### src/rtl/ysyx_22040759_define.sv
// Shared decode codes, opcode constants and decoded-bundle layout for the IDU/EXU.
// A stage register holds {pc, imm[XLEN-1:0], ctrl_t}; EXU slices it with the offsets below.
package ysyx_22040759_define;

    typedef enum logic [4:0] {
        ALU_NOP = 5'd0, ALU_ADD, ALU_SUB, ALU_SLL, ALU_SLT, ALU_SLTU,
        ALU_XOR, ALU_SRL, ALU_SRA, ALU_OR, ALU_AND
    } alu_op_e;

    typedef enum logic [1:0] {A_REG = 2'd0, A_PC, A_ZERO} a_sel_e;
    typedef enum logic [1:0] {B_REG = 2'd0, B_IMM} b_sel_e;
    typedef enum logic [2:0] {BR_NONE = 3'd0, BR_BEQ, BR_BNE, BR_BLT, BR_BGE, BR_BLTU, BR_BGEU} br_op_e;
    typedef enum logic [1:0] {JMP_NONE = 2'd0, JMP_JAL, JMP_JALR} jump_e;
    typedef enum logic [1:0] {WB_ALU = 2'd0, WB_MEM, WB_PC4} wb_sel_e;

    localparam logic [6:0] OPC_LUI       = 7'b0110111;
    localparam logic [6:0] OPC_AUIPC     = 7'b0010111;
    localparam logic [6:0] OPC_JAL       = 7'b1101111;
    localparam logic [6:0] OPC_JALR      = 7'b1100111;
    localparam logic [6:0] OPC_BRANCH    = 7'b1100011;
    localparam logic [6:0] OPC_LOAD      = 7'b0000011;
    localparam logic [6:0] OPC_STORE     = 7'b0100011;
    localparam logic [6:0] OPC_OP_IMM    = 7'b0010011;
    localparam logic [6:0] OPC_OP        = 7'b0110011;
    localparam logic [6:0] OPC_OP_IMM_32 = 7'b0011011;
    localparam logic [6:0] OPC_OP_32     = 7'b0111011;
    localparam logic [6:0] OPC_MISC_MEM  = 7'b0001111;
    localparam logic [6:0] OPC_SYSTEM    = 7'b1110011;
    localparam logic [31:0] INST_EBREAK  = 32'h0010_0073;

    typedef struct packed {
        logic [4:0] rs1;
        logic [4:0] rs2;
        logic [4:0] rd;
        alu_op_e    alu_op;
        a_sel_e     a_sel;
        b_sel_e     b_sel;
        logic       word;
        br_op_e     br_op;
        jump_e      jump;
        logic       reg_wen;
        wb_sel_e    wb_sel;
        logic       mem_ren;
        logic       mem_wen;
        logic [2:0] mem_size;
        logic       illegal;
        logic       ebreak;
    } ctrl_t;

    localparam int CTRL_W         = $bits(ctrl_t);
    localparam int BUNDLE_IMM_LSB = CTRL_W;

    function automatic int bundle_w(input int xlen);
        return xlen + CTRL_W;
    endfunction

    // funct3 -> ALU op; alt selects SUB/SRA (inst[30]) where that encoding exists.
    function automatic alu_op_e alu_from_f3(input logic [2:0] f3, input logic alt);
        case (f3)
            3'b000:  return alt ? ALU_SUB : ALU_ADD;
            3'b001:  return ALU_SLL;
            3'b010:  return ALU_SLT;
            3'b011:  return ALU_SLTU;
            3'b100:  return ALU_XOR;
            3'b101:  return alt ? ALU_SRA : ALU_SRL;
            3'b110:  return ALU_OR;
            default: return ALU_AND;
        endcase
    endfunction

endpackage

### src/rtl/ysyx_22040759_idu_dec.sv
// Combinational RV32I/RV64I decoder: instruction word -> immediate and control bundle.
import ysyx_22040759_define::*;

module ysyx_22040759_idu_dec #(
    parameter int XLEN = 64
) (
    input  logic [31:0]     inst,
    output logic [XLEN-1:0] imm,
    output ctrl_t           ctrl
);
    localparam bit RV64 = (XLEN == 64);

    logic [6:0]      opc;
    logic [2:0]      f3;
    logic [6:0]      f7;
    logic            legal;
    logic [XLEN-1:0] imm_i, imm_s, imm_b, imm_u, imm_j;

    assign opc   = inst[6:0];
    assign f3    = inst[14:12];
    assign f7    = inst[31:25];
    assign imm_i = XLEN'($signed(inst[31:20]));
    assign imm_s = XLEN'($signed({inst[31:25], inst[11:7]}));
    assign imm_b = XLEN'($signed({inst[31], inst[7], inst[30:25], inst[11:8], 1'b0}));
    assign imm_u = XLEN'($signed({inst[31:12], 12'b0}));
    assign imm_j = XLEN'($signed({inst[31], inst[19:12], inst[20], inst[30:21], 1'b0}));

    always_comb begin
        ctrl      = '0;
        imm       = '0;
        legal     = 1'b0;
        ctrl.rs1  = inst[19:15];
        ctrl.rs2  = inst[24:20];
        ctrl.rd   = inst[11:7];
        case (opc)
            OPC_LUI, OPC_AUIPC: begin
                legal        = 1'b1;
                ctrl.alu_op  = ALU_ADD;
                ctrl.a_sel   = (opc == OPC_LUI) ? A_ZERO : A_PC;
                ctrl.b_sel   = B_IMM;
                ctrl.reg_wen = 1'b1;
                imm          = imm_u;
            end
            OPC_JAL, OPC_JALR: begin
                legal        = (opc == OPC_JAL) || (f3 == 3'b000);
                ctrl.alu_op  = ALU_ADD;
                ctrl.a_sel   = (opc == OPC_JAL) ? A_PC : A_REG;
                ctrl.b_sel   = B_IMM;
                ctrl.jump    = (opc == OPC_JAL) ? JMP_JAL : JMP_JALR;
                ctrl.reg_wen = 1'b1;
                ctrl.wb_sel  = WB_PC4;
                imm          = (opc == OPC_JAL) ? imm_j : imm_i;
            end
            OPC_BRANCH: begin
                legal       = (f3[2:1] != 2'b01);
                ctrl.alu_op = ALU_SUB;
                imm         = imm_b;
                case (f3)
                    3'b000:  ctrl.br_op = BR_BEQ;
                    3'b001:  ctrl.br_op = BR_BNE;
                    3'b100:  ctrl.br_op = BR_BLT;
                    3'b101:  ctrl.br_op = BR_BGE;
                    3'b110:  ctrl.br_op = BR_BLTU;
                    3'b111:  ctrl.br_op = BR_BGEU;
                    default: ctrl.br_op = BR_NONE;
                endcase
            end
            OPC_LOAD: begin
                legal         = (f3 != 3'b111) && (RV64 || (f3 != 3'b011 && f3 != 3'b110));
                ctrl.alu_op   = ALU_ADD;
                ctrl.b_sel    = B_IMM;
                ctrl.reg_wen  = 1'b1;
                ctrl.wb_sel   = WB_MEM;
                ctrl.mem_ren  = 1'b1;
                ctrl.mem_size = f3;
                imm           = imm_i;
            end
            OPC_STORE: begin
                legal         = !f3[2] && (RV64 || f3 != 3'b011);
                ctrl.alu_op   = ALU_ADD;
                ctrl.b_sel    = B_IMM;
                ctrl.mem_wen  = 1'b1;
                ctrl.mem_size = f3;
                imm           = imm_s;
            end
            OPC_OP_IMM, OPC_OP_IMM_32: begin
                // RV64 shifts take a 6-bit shamt, so inst[25] is only legal there (and never for *W).
                case (f3)
                    3'b000:  legal = 1'b1;
                    3'b001:  legal = (inst[31:26] == 6'b0);
                    3'b101:  legal = (inst[31:26] == 6'b0) || (inst[31:26] == 6'b010000);
                    default: legal = (opc == OPC_OP_IMM);
                endcase
                if (f3[1:0] == 2'b01 && inst[25] && (!RV64 || opc == OPC_OP_IMM_32))
                    legal = 1'b0;
                if (opc == OPC_OP_IMM_32 && !RV64)
                    legal = 1'b0;
                ctrl.word    = (opc == OPC_OP_IMM_32);
                ctrl.alu_op  = alu_from_f3(f3, (f3 == 3'b101) && inst[30]);
                ctrl.b_sel   = B_IMM;
                ctrl.reg_wen = 1'b1;
                imm          = imm_i;
            end
            OPC_OP, OPC_OP_32: begin
                legal = (f7 == 7'b0) || (f7 == 7'b0100000 && (f3 == 3'b000 || f3 == 3'b101));
                if (opc == OPC_OP_32)
                    legal = legal && RV64 && (f3 == 3'b000 || f3 == 3'b001 || f3 == 3'b101);
                ctrl.word    = (opc == OPC_OP_32);
                ctrl.alu_op  = alu_from_f3(f3, inst[30]);
                ctrl.reg_wen = 1'b1;
            end
            OPC_MISC_MEM: legal = (f3 == 3'b000);
            OPC_SYSTEM: begin
                legal       = (inst == INST_EBREAK);
                ctrl.ebreak = legal;
            end
            default: legal = 1'b0;
        endcase
        if (!legal) begin
            ctrl         = '0;
            ctrl.rs1     = inst[19:15];
            ctrl.rs2     = inst[24:20];
            ctrl.rd      = inst[11:7];
            ctrl.illegal = 1'b1;
            imm          = '0;
        end
        if (ctrl.rd == 5'd0)
            ctrl.reg_wen = 1'b0;
    end

endmodule

### src/rtl/ysyx_22040759_idu_stage.sv
// Registered decode stage: valid/ready on both sides, main + skid register, flush.
import ysyx_22040759_define::*;

module ysyx_22040759_idu_stage #(
    parameter int XLEN = 64,
    parameter int PC_W = XLEN
) (
    input  logic            clk,
    input  logic            rst_n,
    input  logic            flush,
    input  logic            if_valid,
    output logic            if_ready,
    input  logic [31:0]     if_inst,
    input  logic [PC_W-1:0] if_pc,
    output logic            id_valid,
    input  logic            id_ready,
    output logic [PC_W-1:0] id_pc,
    output logic [XLEN-1:0] id_imm,
    output logic [4:0]      id_rs1,
    output logic [4:0]      id_rs2,
    output logic [4:0]      id_rd,
    output logic [4:0]      id_alu_op,
    output logic [1:0]      id_a_sel,
    output logic [1:0]      id_b_sel,
    output logic            id_word,
    output logic [2:0]      id_br_op,
    output logic [1:0]      id_jump,
    output logic            id_reg_wen,
    output logic [1:0]      id_wb_sel,
    output logic            id_mem_ren,
    output logic            id_mem_wen,
    output logic [2:0]      id_mem_size,
    output logic            id_illegal,
    output logic            id_ebreak
);
    typedef struct packed {
        logic [PC_W-1:0] pc;
        logic [XLEN-1:0] imm;
        ctrl_t           ctrl;
    } bundle_t;

    bundle_t         main_q, main_d, skid_q, skid_d, dec_bundle;
    logic            main_v_q, main_v_d, skid_v_q, skid_v_d;
    logic            accept;
    logic [XLEN-1:0] dec_imm;
    ctrl_t           dec_ctrl;

    ysyx_22040759_idu_dec #(.XLEN(XLEN)) u_dec (
        .inst (if_inst),
        .imm  (dec_imm),
        .ctrl (dec_ctrl)
    );

    assign dec_bundle = {if_pc, dec_imm, dec_ctrl};
    assign if_ready   = !skid_v_q;
    assign accept     = if_valid && if_ready;

    // Skid is only ever filled behind a valid main entry, so skid is always the younger one.
    always_comb begin
        main_v_d = main_v_q;
        main_d   = main_q;
        skid_v_d = skid_v_q;
        skid_d   = skid_q;
        if (flush) begin
            main_v_d = 1'b0;
            skid_v_d = 1'b0;
        end else if (!main_v_q || id_ready) begin
            if (skid_v_q) begin
                main_v_d = 1'b1;
                main_d   = skid_q;
                skid_v_d = accept;
                if (accept)
                    skid_d = dec_bundle;
            end else begin
                main_v_d = accept;
                if (accept)
                    main_d = dec_bundle;
            end
        end else if (accept) begin
            skid_v_d = 1'b1;
            skid_d   = dec_bundle;
        end
    end

    always_ff @(posedge clk) begin
        if (!rst_n) begin
            main_v_q <= 1'b0;
            skid_v_q <= 1'b0;
            main_q   <= '0;
            skid_q   <= '0;
        end else begin
            main_v_q <= main_v_d;
            skid_v_q <= skid_v_d;
            main_q   <= main_d;
            skid_q   <= skid_d;
        end
    end

    assign id_valid    = main_v_q;
    assign id_pc       = main_q.pc;
    assign id_imm      = main_q.imm;
    assign id_rs1      = main_q.ctrl.rs1;
    assign id_rs2      = main_q.ctrl.rs2;
    assign id_rd       = main_q.ctrl.rd;
    assign id_alu_op   = main_q.ctrl.alu_op;
    assign id_a_sel    = main_q.ctrl.a_sel;
    assign id_b_sel    = main_q.ctrl.b_sel;
    assign id_word     = main_q.ctrl.word;
    assign id_br_op    = main_q.ctrl.br_op;
    assign id_jump     = main_q.ctrl.jump;
    assign id_reg_wen  = main_q.ctrl.reg_wen;
    assign id_wb_sel   = main_q.ctrl.wb_sel;
    assign id_mem_ren  = main_q.ctrl.mem_ren;
    assign id_mem_wen  = main_q.ctrl.mem_wen;
    assign id_mem_size = main_q.ctrl.mem_size;
    assign id_illegal  = main_q.ctrl.illegal;
    assign id_ebreak   = main_q.ctrl.ebreak;

endmodule

### config.mk
export PLATFORM = sky130hd
export DESIGN_NAME = ysyx_22040759_idu_stage
export DESIGN_NICKNAME = d
export VERILOG_FILES = /design/src/rtl/ysyx_22040759_define.sv /design/src/rtl/ysyx_22040759_idu_dec.sv /design/src/rtl/ysyx_22040759_idu_stage.sv
export SDC_FILE = /design/constraint.sdc
export NUM_CORES = 1
export LEC_CHECK = 0
export CORE_MARGIN = 2
export CORE_UTILIZATION = 31
export DETAILED_ROUTE_END_ITERATION = 8
export GPL_ROUTABILITY_DRIVEN = 0
export GPL_TIMING_DRIVEN = 1
export MAX_ROUTING_LAYER = met4
export PLACE_DENSITY = 0.56
export RECOVER_POWER = 100
export REMOVE_ABC_BUFFERS = 1
export SETUP_SLACK_MARGIN = 0.15
export SLEW_MARGIN = 20
export SYNTH_ARGS = -nofsm -noshare
export SYNTH_HDL_FRONTEND = slang
export SYNTH_SLANG_ARGS = --single-unit
### constraint.sdc
create_clock -name clk -period 2.8 [get_ports clk]
set_input_delay 0.56 -clock clk [delete_from_list [all_inputs] [get_ports clk]]
set_output_delay 0.56 -clock clk [all_outputs]
set_load 0.02 [all_outputs]
# After elaboration in Yosys (flattened, before gate mapping)
# Cells that the tools add are included.
[op_classes]
n_eq_ne = 27
add_sub_neg = 0
magnitude_cmp = 0
shifts = 0
multipliers = 0
muxes = 40
n_div = 0
reduce_logical = 34
bitwise_logic = 2
[ops]
columns = ["cell", "n"]
rows = [
  ["$mux W168", 5],
  ["$pmux W64 S5", 1],
  ["$pmux W5 S7", 2],
  ["$mux W64", 1],
  ["$eq A7 B6 Y1 const B", 5],
  ["$eq A32 B21 Y1 const B", 1],
  ["$eq A7 B7 Y1 const B", 4],
  ["$mux W25", 1],
  ["$eq A7 B5 Y1 const B", 3],
  ["$mux W20", 1],
  ["$pmux W5 S4", 1],
  ["$pmux W3 S6", 1],
  ["$mux W1", 13],
  ["$eq A3 B3 Y1 const B", 4],
  ["$reduce_or A2 Y1", 6],
  ["$mux W2", 5],
  ["$pmux W1 S9", 1],
  ["$reduce_or A9 Y1", 1],
  ["$mux W4", 2],
  ["$pmux W2 S2", 2],
  ["$reduce_or A8 Y1", 1],
  ["$eq A7 B2 Y1 const B", 1],
  ["$eq A7 B4 Y1 const B", 1],
  ["$logic_not A7 Y1", 1],
  ["22 further kinds", 39],
]
[totals]
regBits = 338
memories = 0
ram_bits = 0
mem_bits_ro = 0
latchBits = 0
output_inout_bits = 170
input_bits = 101

# Depth between registers and ports, before layout
[depth]
depth_word = 12
mapped_depth = 9
ltp_nobuf = 6

# Hierarchy
# A second synthesis with hierarchy kept.
[unflattened]
cells_unflattened = 1761
hier_area_um2 = 16385.7
[modules_own_cells]
columns = ["mod", "cells_each", "area_each_um2", "seq_area_each_um2", "instances"]
rows = [
  ["ysyx_22040759_idu_stage", 1506, 14794.2, 6766.5, 1],
  ["ysyx_22040759_idu_dec", 255, 1591.5, 0.0, 1],
]

# Worst setup path before layout
# Ideal clock, no wire load.
[synth_path]
kind = "input -> register"
from = "input port if_inst[31]"
to = "register main_q, in the netlist id_imm[18]"
path_slack_ps = 77
required_time_ps = 2703
arrival_ps = 2626
cell_stages = 8
cell_sequence = "buf_4 or4_1 or3_1 or4_4 nand3_4 nor2_4 buf_6 o41ai_4"
[synth_via]
elab_chain_len = 9
[synth_rtl]
columns = ["item", "line", "text"]
rows = [
  ["from (decl)", "ysyx_22040759_idu_stage.sv:13", "input logic [31:0] if_inst,"],
  ["branches (longest 6 deep; another with $pmux W1 S9)", "--", ""],
  ["$mux W64 *", "ysyx_22040759_idu_dec.sv:119", "if (!legal) begin"],
  ["$mux W168 *", "ysyx_22040759_idu_stage.sv:76", "if (accept)"],
  ["$mux W168 *", "ysyx_22040759_idu_stage.sv:68", "if (skid_v_q) begin"],
  ["to (signal assigned)", "ysyx_22040759_idu_stage.sv:94", "main_q <= main_d;"],
  ["to (decl)", "ysyx_22040759_idu_stage.sv:42", "bundle_t main_q, main_d, skid_q, skid_d, dec_bundle;"],
]
# Mark *: on every way between the ends. The select of a mux whose other input is x is not followed.
# A chain may end at the register's enable or synchronous reset.

# Worst setup path in the final report
[layout_path]
from = "input port if_inst[17]"
to = "register main_q, in the netlist id_imm[14]"
[layout_via]
elab_chain_len = 5
[layout_rtl]
columns = ["item", "line", "text"]
rows = [
  ["$eq A32 B21 Y1", "ysyx_22040759_idu_dec.sv:114", "legal = (inst == INST_EBREAK);"],
  ["$pmux W1 S9", "ysyx_22040759_idu_dec.sv:35", "case (opc)"],
  ["$mux W64", "ysyx_22040759_idu_dec.sv:119", ""],
  ["$mux W168", "ysyx_22040759_idu_stage.sv:76", ""],
  ["$mux W168", "ysyx_22040759_idu_stage.sv:68", ""],
]
# No other way between the ends. The select of a mux whose other input is x is not followed.

==> key figures <==
Route
  • WL final: 37860 um
  • 1st-pass router iterations: 5
  • DR iter-0 viols: 574
  • Via/cell ratio: 5.009
  • Number of routed nets with antenna violations: 0
  • Routed wire per std cell: 17.22 um
  • # DRC: 0
  • Via count: 11010

Power and ir drop
  • Comb power frac: 13.3%
  • Leak pwr: 7.014 nW
  • Worst vdd ir: 0.0004734 V
  • Cell Pwr Density: 548.5 nW/um2
  • Overall power: 9.136 mW
  • Switching Share: 25.56%
  • Internal Power: 6.801 mW
  • Clock power frac: 42.6%
  • Seq pwr share: 44.1%
  • Psw: 2.335 mW

Worst hold path
  • Worst Hold Class: in2reg

Critical path
  • Slowest CP cell: dlygate4sd3_1
  • Required time worst endpoint: 3250 ps
  • Endpoint class of the critical path: flip-flop
  • CP Max Fanout: 7
  • CP Cell Sequence: dlygate4sd3_1, nor4_1, buf_4, nand4_1, or4_4, nand3_4, nor2_2, o41ai_1
  • Crit Path Category: in2reg
  • Arr. time, crit path: 3140 ps
  • Startpoint Class: input pin
  • CP max stage delay: 630 ps

Final layout
  • Area grow syn2layout: 37.85%
  • Area of the multi-input gates: 5918 um2
  • Register Area: 5409 um2
  • Layout cells sized above 1: 10.72%
  • Fillers: 3909
  • Final #Nets: 1756
  • Finished Cell Area: 16660 um2

GRT
  • First-pass GRT wire length: 59330 um
  • Vias in the first global route: 10738
  • Largest net degree at the start of global routing: 77
  • Total grt overflow: 0
  • Gr usage total: 18.52%
  • Initial antenna violation count: 2

Timing
  • TNS Setup: 0 ps
  • Final setup fails: 0
  • Final Hold Vio Count: 0
  • Slew headroom: 18.96%
  • F_max: 0.3721 GHz
  • Final slew viol count: 0
  • Ratio of final minimum period to clock period: 95.97%
  • Worst Tran Pin Value: 1216 ps
  • Final Skew: 7.526 ps
  • Post-route minimum period: 2687 ps
  • RSZ-0062 raised after global routing: false

Die
  • Num ports: 271
  • Core Region: 38560 um2
  • FP Rows: 72
  • Die area: 40580 um2
  • Die Wd: 201.4 um
  • Starting Density: 31.34%
  • Die height: 201.4 um

Synthesis
  • Post-synth EDFFs: 0
  • Synth area leader: dfxtp_1
  • Yosys warns: 0
  • Cell Area, Synth: 12080 um2
  • Post-synthesis async set-or-reset flop share: 0%
  • Flops & latches, synth: 270
  • Post-synthesis cell count: 1391
  • Ys flop type: dfxtp_1
  • Ranking of synthesized cells by area: dfxtp_1 (45%), nand2_1 (12%), o211a_1 (7.3%), mux2i_1 (6.5%), a21boi_0 (5.2%)
  • Cell variety after synth: 65
  • Syn Area/Cell: 8.687 um2
  • Post-synthesis sequential area ratio: 44.73%
  • Synth top area share: 44.73%

Clocking
  • CTS H-tree depth: 1
  • Clock sinks: 270
  • Reg clk slew, reported paths: 60 ps
  • Num CTS Buffers: 30
  • CTS Root Cell: clkbuf_16
  • Cts hold-fix bufs: 0
  • CTS Buffer Depth: 3
  • Clk Latency, worst-skew pair: 560 ps
  • CTS tree: yes

Place
  • HPWL after detailed placement: 25680 um
  • Number of I/O port buffers: 268
  • Post-Place Cell Area: 15730 um2

Outcome
  • Status: complete, no violations

Job
  • Number of max-cap violations: 0
-- cells in the mapped netlist (2+ instances only) --
master    count
buf_2         4
mux2i_1      79
a211oi_1      4
a32oi_1       2
nor4b_1       2
a21oi_1      30
nand4_1       7
a21o_1       15
o21a_1        4
nand2_1     374
dfxtp_1     270
a21boi_0     84
nor4_1        6
a211o_1       4
nand2b_1      3
o41ai_1       7
buf_1         4
o21bai_1      2
nand4b_1      3
o211a_1      88
and2_1        8
a31oi_1      12
or3b_2        2
or3_1         4
nand3b_1      2
buf_6         2
nand3_1      20
nor3_1       11
a32o_1       11
buf_4        36
and3_1        2
o21ai_0      79
clkbuf_1    105
a22oi_1       4
nor2b_1       9
a221oi_1      2
o311ai_0      3
clkbuf_8      5
inv_1         3
o211ai_1     22
nor2_1       22
a22o_1       11
o41ai_2       2
-- stage by stage --
step | hold slack [ps] | utilization [%] | instances | worst slack [ps]
after floorplan | 419.8 | - | 1236 | -16140
after global placement | 428.3 | 40.79 | 2139 | -464.6
after detailed placement | 438.9 | 40.79 | 2139 | -526.0
after CTS | 392.6 | 43.38 | 2195 | 129.4
after global routing | 404.0 | 43.20 | 2198 | 78.32
final | 406.6 | 43.20 | 2198 | 112.9
-- layer usage --
layer | part of all wire, % | routed length, um | up-vias | global-route usage, %
met3 | 9.9 | 3749 | 47 | 5.977
met1 | 43 | 16390 | 5214 | 23.16
met2 | 45 | 17070 | 366 | 29.32
li1 | - | - | 5383 | -
met4 | 1.7 | 643 | 0 | 3.703
met5 | 0 | 0 | - | -
-- worst max-delay path, delay by kind of cell --
kind / cells / cell delay, ps
AOI/OAI and AO/OA: 1 / 350
and+or+nand+nor: 5 / 1420
buffers and inverters: 2 / 810
-- placed cells by master (no fill, tap or decap), types with 6 or more instances in the layout --
cell type | synthesis | final
nand2_1 | 374 | 374
o211ai_1 | 22 | 22
nand4_1 | 7 | 7
a21oi_1 | 30 | 30
o211a_1 | 88 | 88
dlygate4sd3_1 | 0 | 169
a22o_1 | 11 | 11
o41ai_1 | 7 | 6
a21o_1 | 15 | 15
clkinv_2 | 0 | 8
nand3_1 | 20 | 19
a32o_1 | 11 | 11
and2_1 | 8 | 7
a31oi_1 | 12 | 12
buf_4 | 36 | 91
nor4_1 | 6 | 6
nor3_1 | 11 | 10
buf_12 | 0 | 13
clkdlybuf4s50_1 | 0 | 98
mux2i_1 | 79 | 79
nor2_1 | 22 | 22
clkbuf_1 | 105 | 16
clkbuf_8 | 5 | 6
a21boi_0 | 84 | 84
nor2b_1 | 9 | 9
clkbuf_16 | 0 | 31
dfxtp_1 | 270 | 269
o21ai_0 | 79 | 75
-- cells by family (layout without fill, tap and decap cells) --
group           after synthesis  after routing  share of synthesized area (%)
flops                       270            270                          44.73
other cells                   1              3                        0.03103
mux                          79             79                          6.544
simple gates                485            486                          17.03
compound gates              395            395                          24.92
xor+xnor                      1              1                        0.07249
buf+inv                     160            446                          6.668
-- path summary, 6_finish.rpt --
check	start	end	slack [ps]	cells after the start
hold / removal	rst_n	id_wb_sel[1]$_SDFFE_PN0P_	410	2
hold reg to reg	skid_q[16]$_SDFFE_PN0P_	skid_q[16]$_SDFFE_PN0P_	450	2
setup reg to reg	skid_v_q$_SDFFE_PP0P_	id_imm[62]$_SDFFE_PN0P_	340	5
setup / recovery	if_inst[17]	id_imm[14]$_SDFFE_PN0P_	110	8
-- cell type report --
| class | instances | area share [%] |
|---|---|---|
| diodes | 1 | 0.01502 |
| clock buffers | 46 | 5.355 |
| clock inverters | 10 | 0.4657 |
| inverters | 4 | 0.09013 |
| multi-input cells | 963 | 35.53 |
| flip-flops and latches | 270 | 32.47 |
| well taps | 518 | 3.891 |
| repair buffers | 386 | 22.19 |
-- flip-flops by register name (all words and copies together), names as in the netlist, 2 cells and up --
name / flops
id_a_sel: 2
id_alu_op: 4
id_br_op: 3
id_imm: 32
id_jump: 2
id_mem_size: 3
id_pc: 64
id_rd: 5
id_rs1: 5
id_rs2: 5
id_wb_sel: 2
skid_q: 134
-- power by group through the flow --
stage                     clock network [mW]  registers, mW  logic, mW
after floorplan                            0           4.29      0.381
after global placement                     0           4.12       1.26
after detailed placement                   0           4.12       1.27
after CTS                               4.02           4.03       1.28
after global routing                    4.17           4.04       1.31
final                                   3.89           4.03       1.21
-- timing repair --
| item | 4_1_cts | 5_1_grt |
|---|---|---|
| buffers inserted | 0 | 1 |
| gates resized for setup | 4 | 7 |
| gates cloned | 0 | 1 |
| pin swaps | 0 | 5 |
| setup endpoints to repair | 39 | 49 |
No activity file was read; power rests on OpenSTA's default activity.
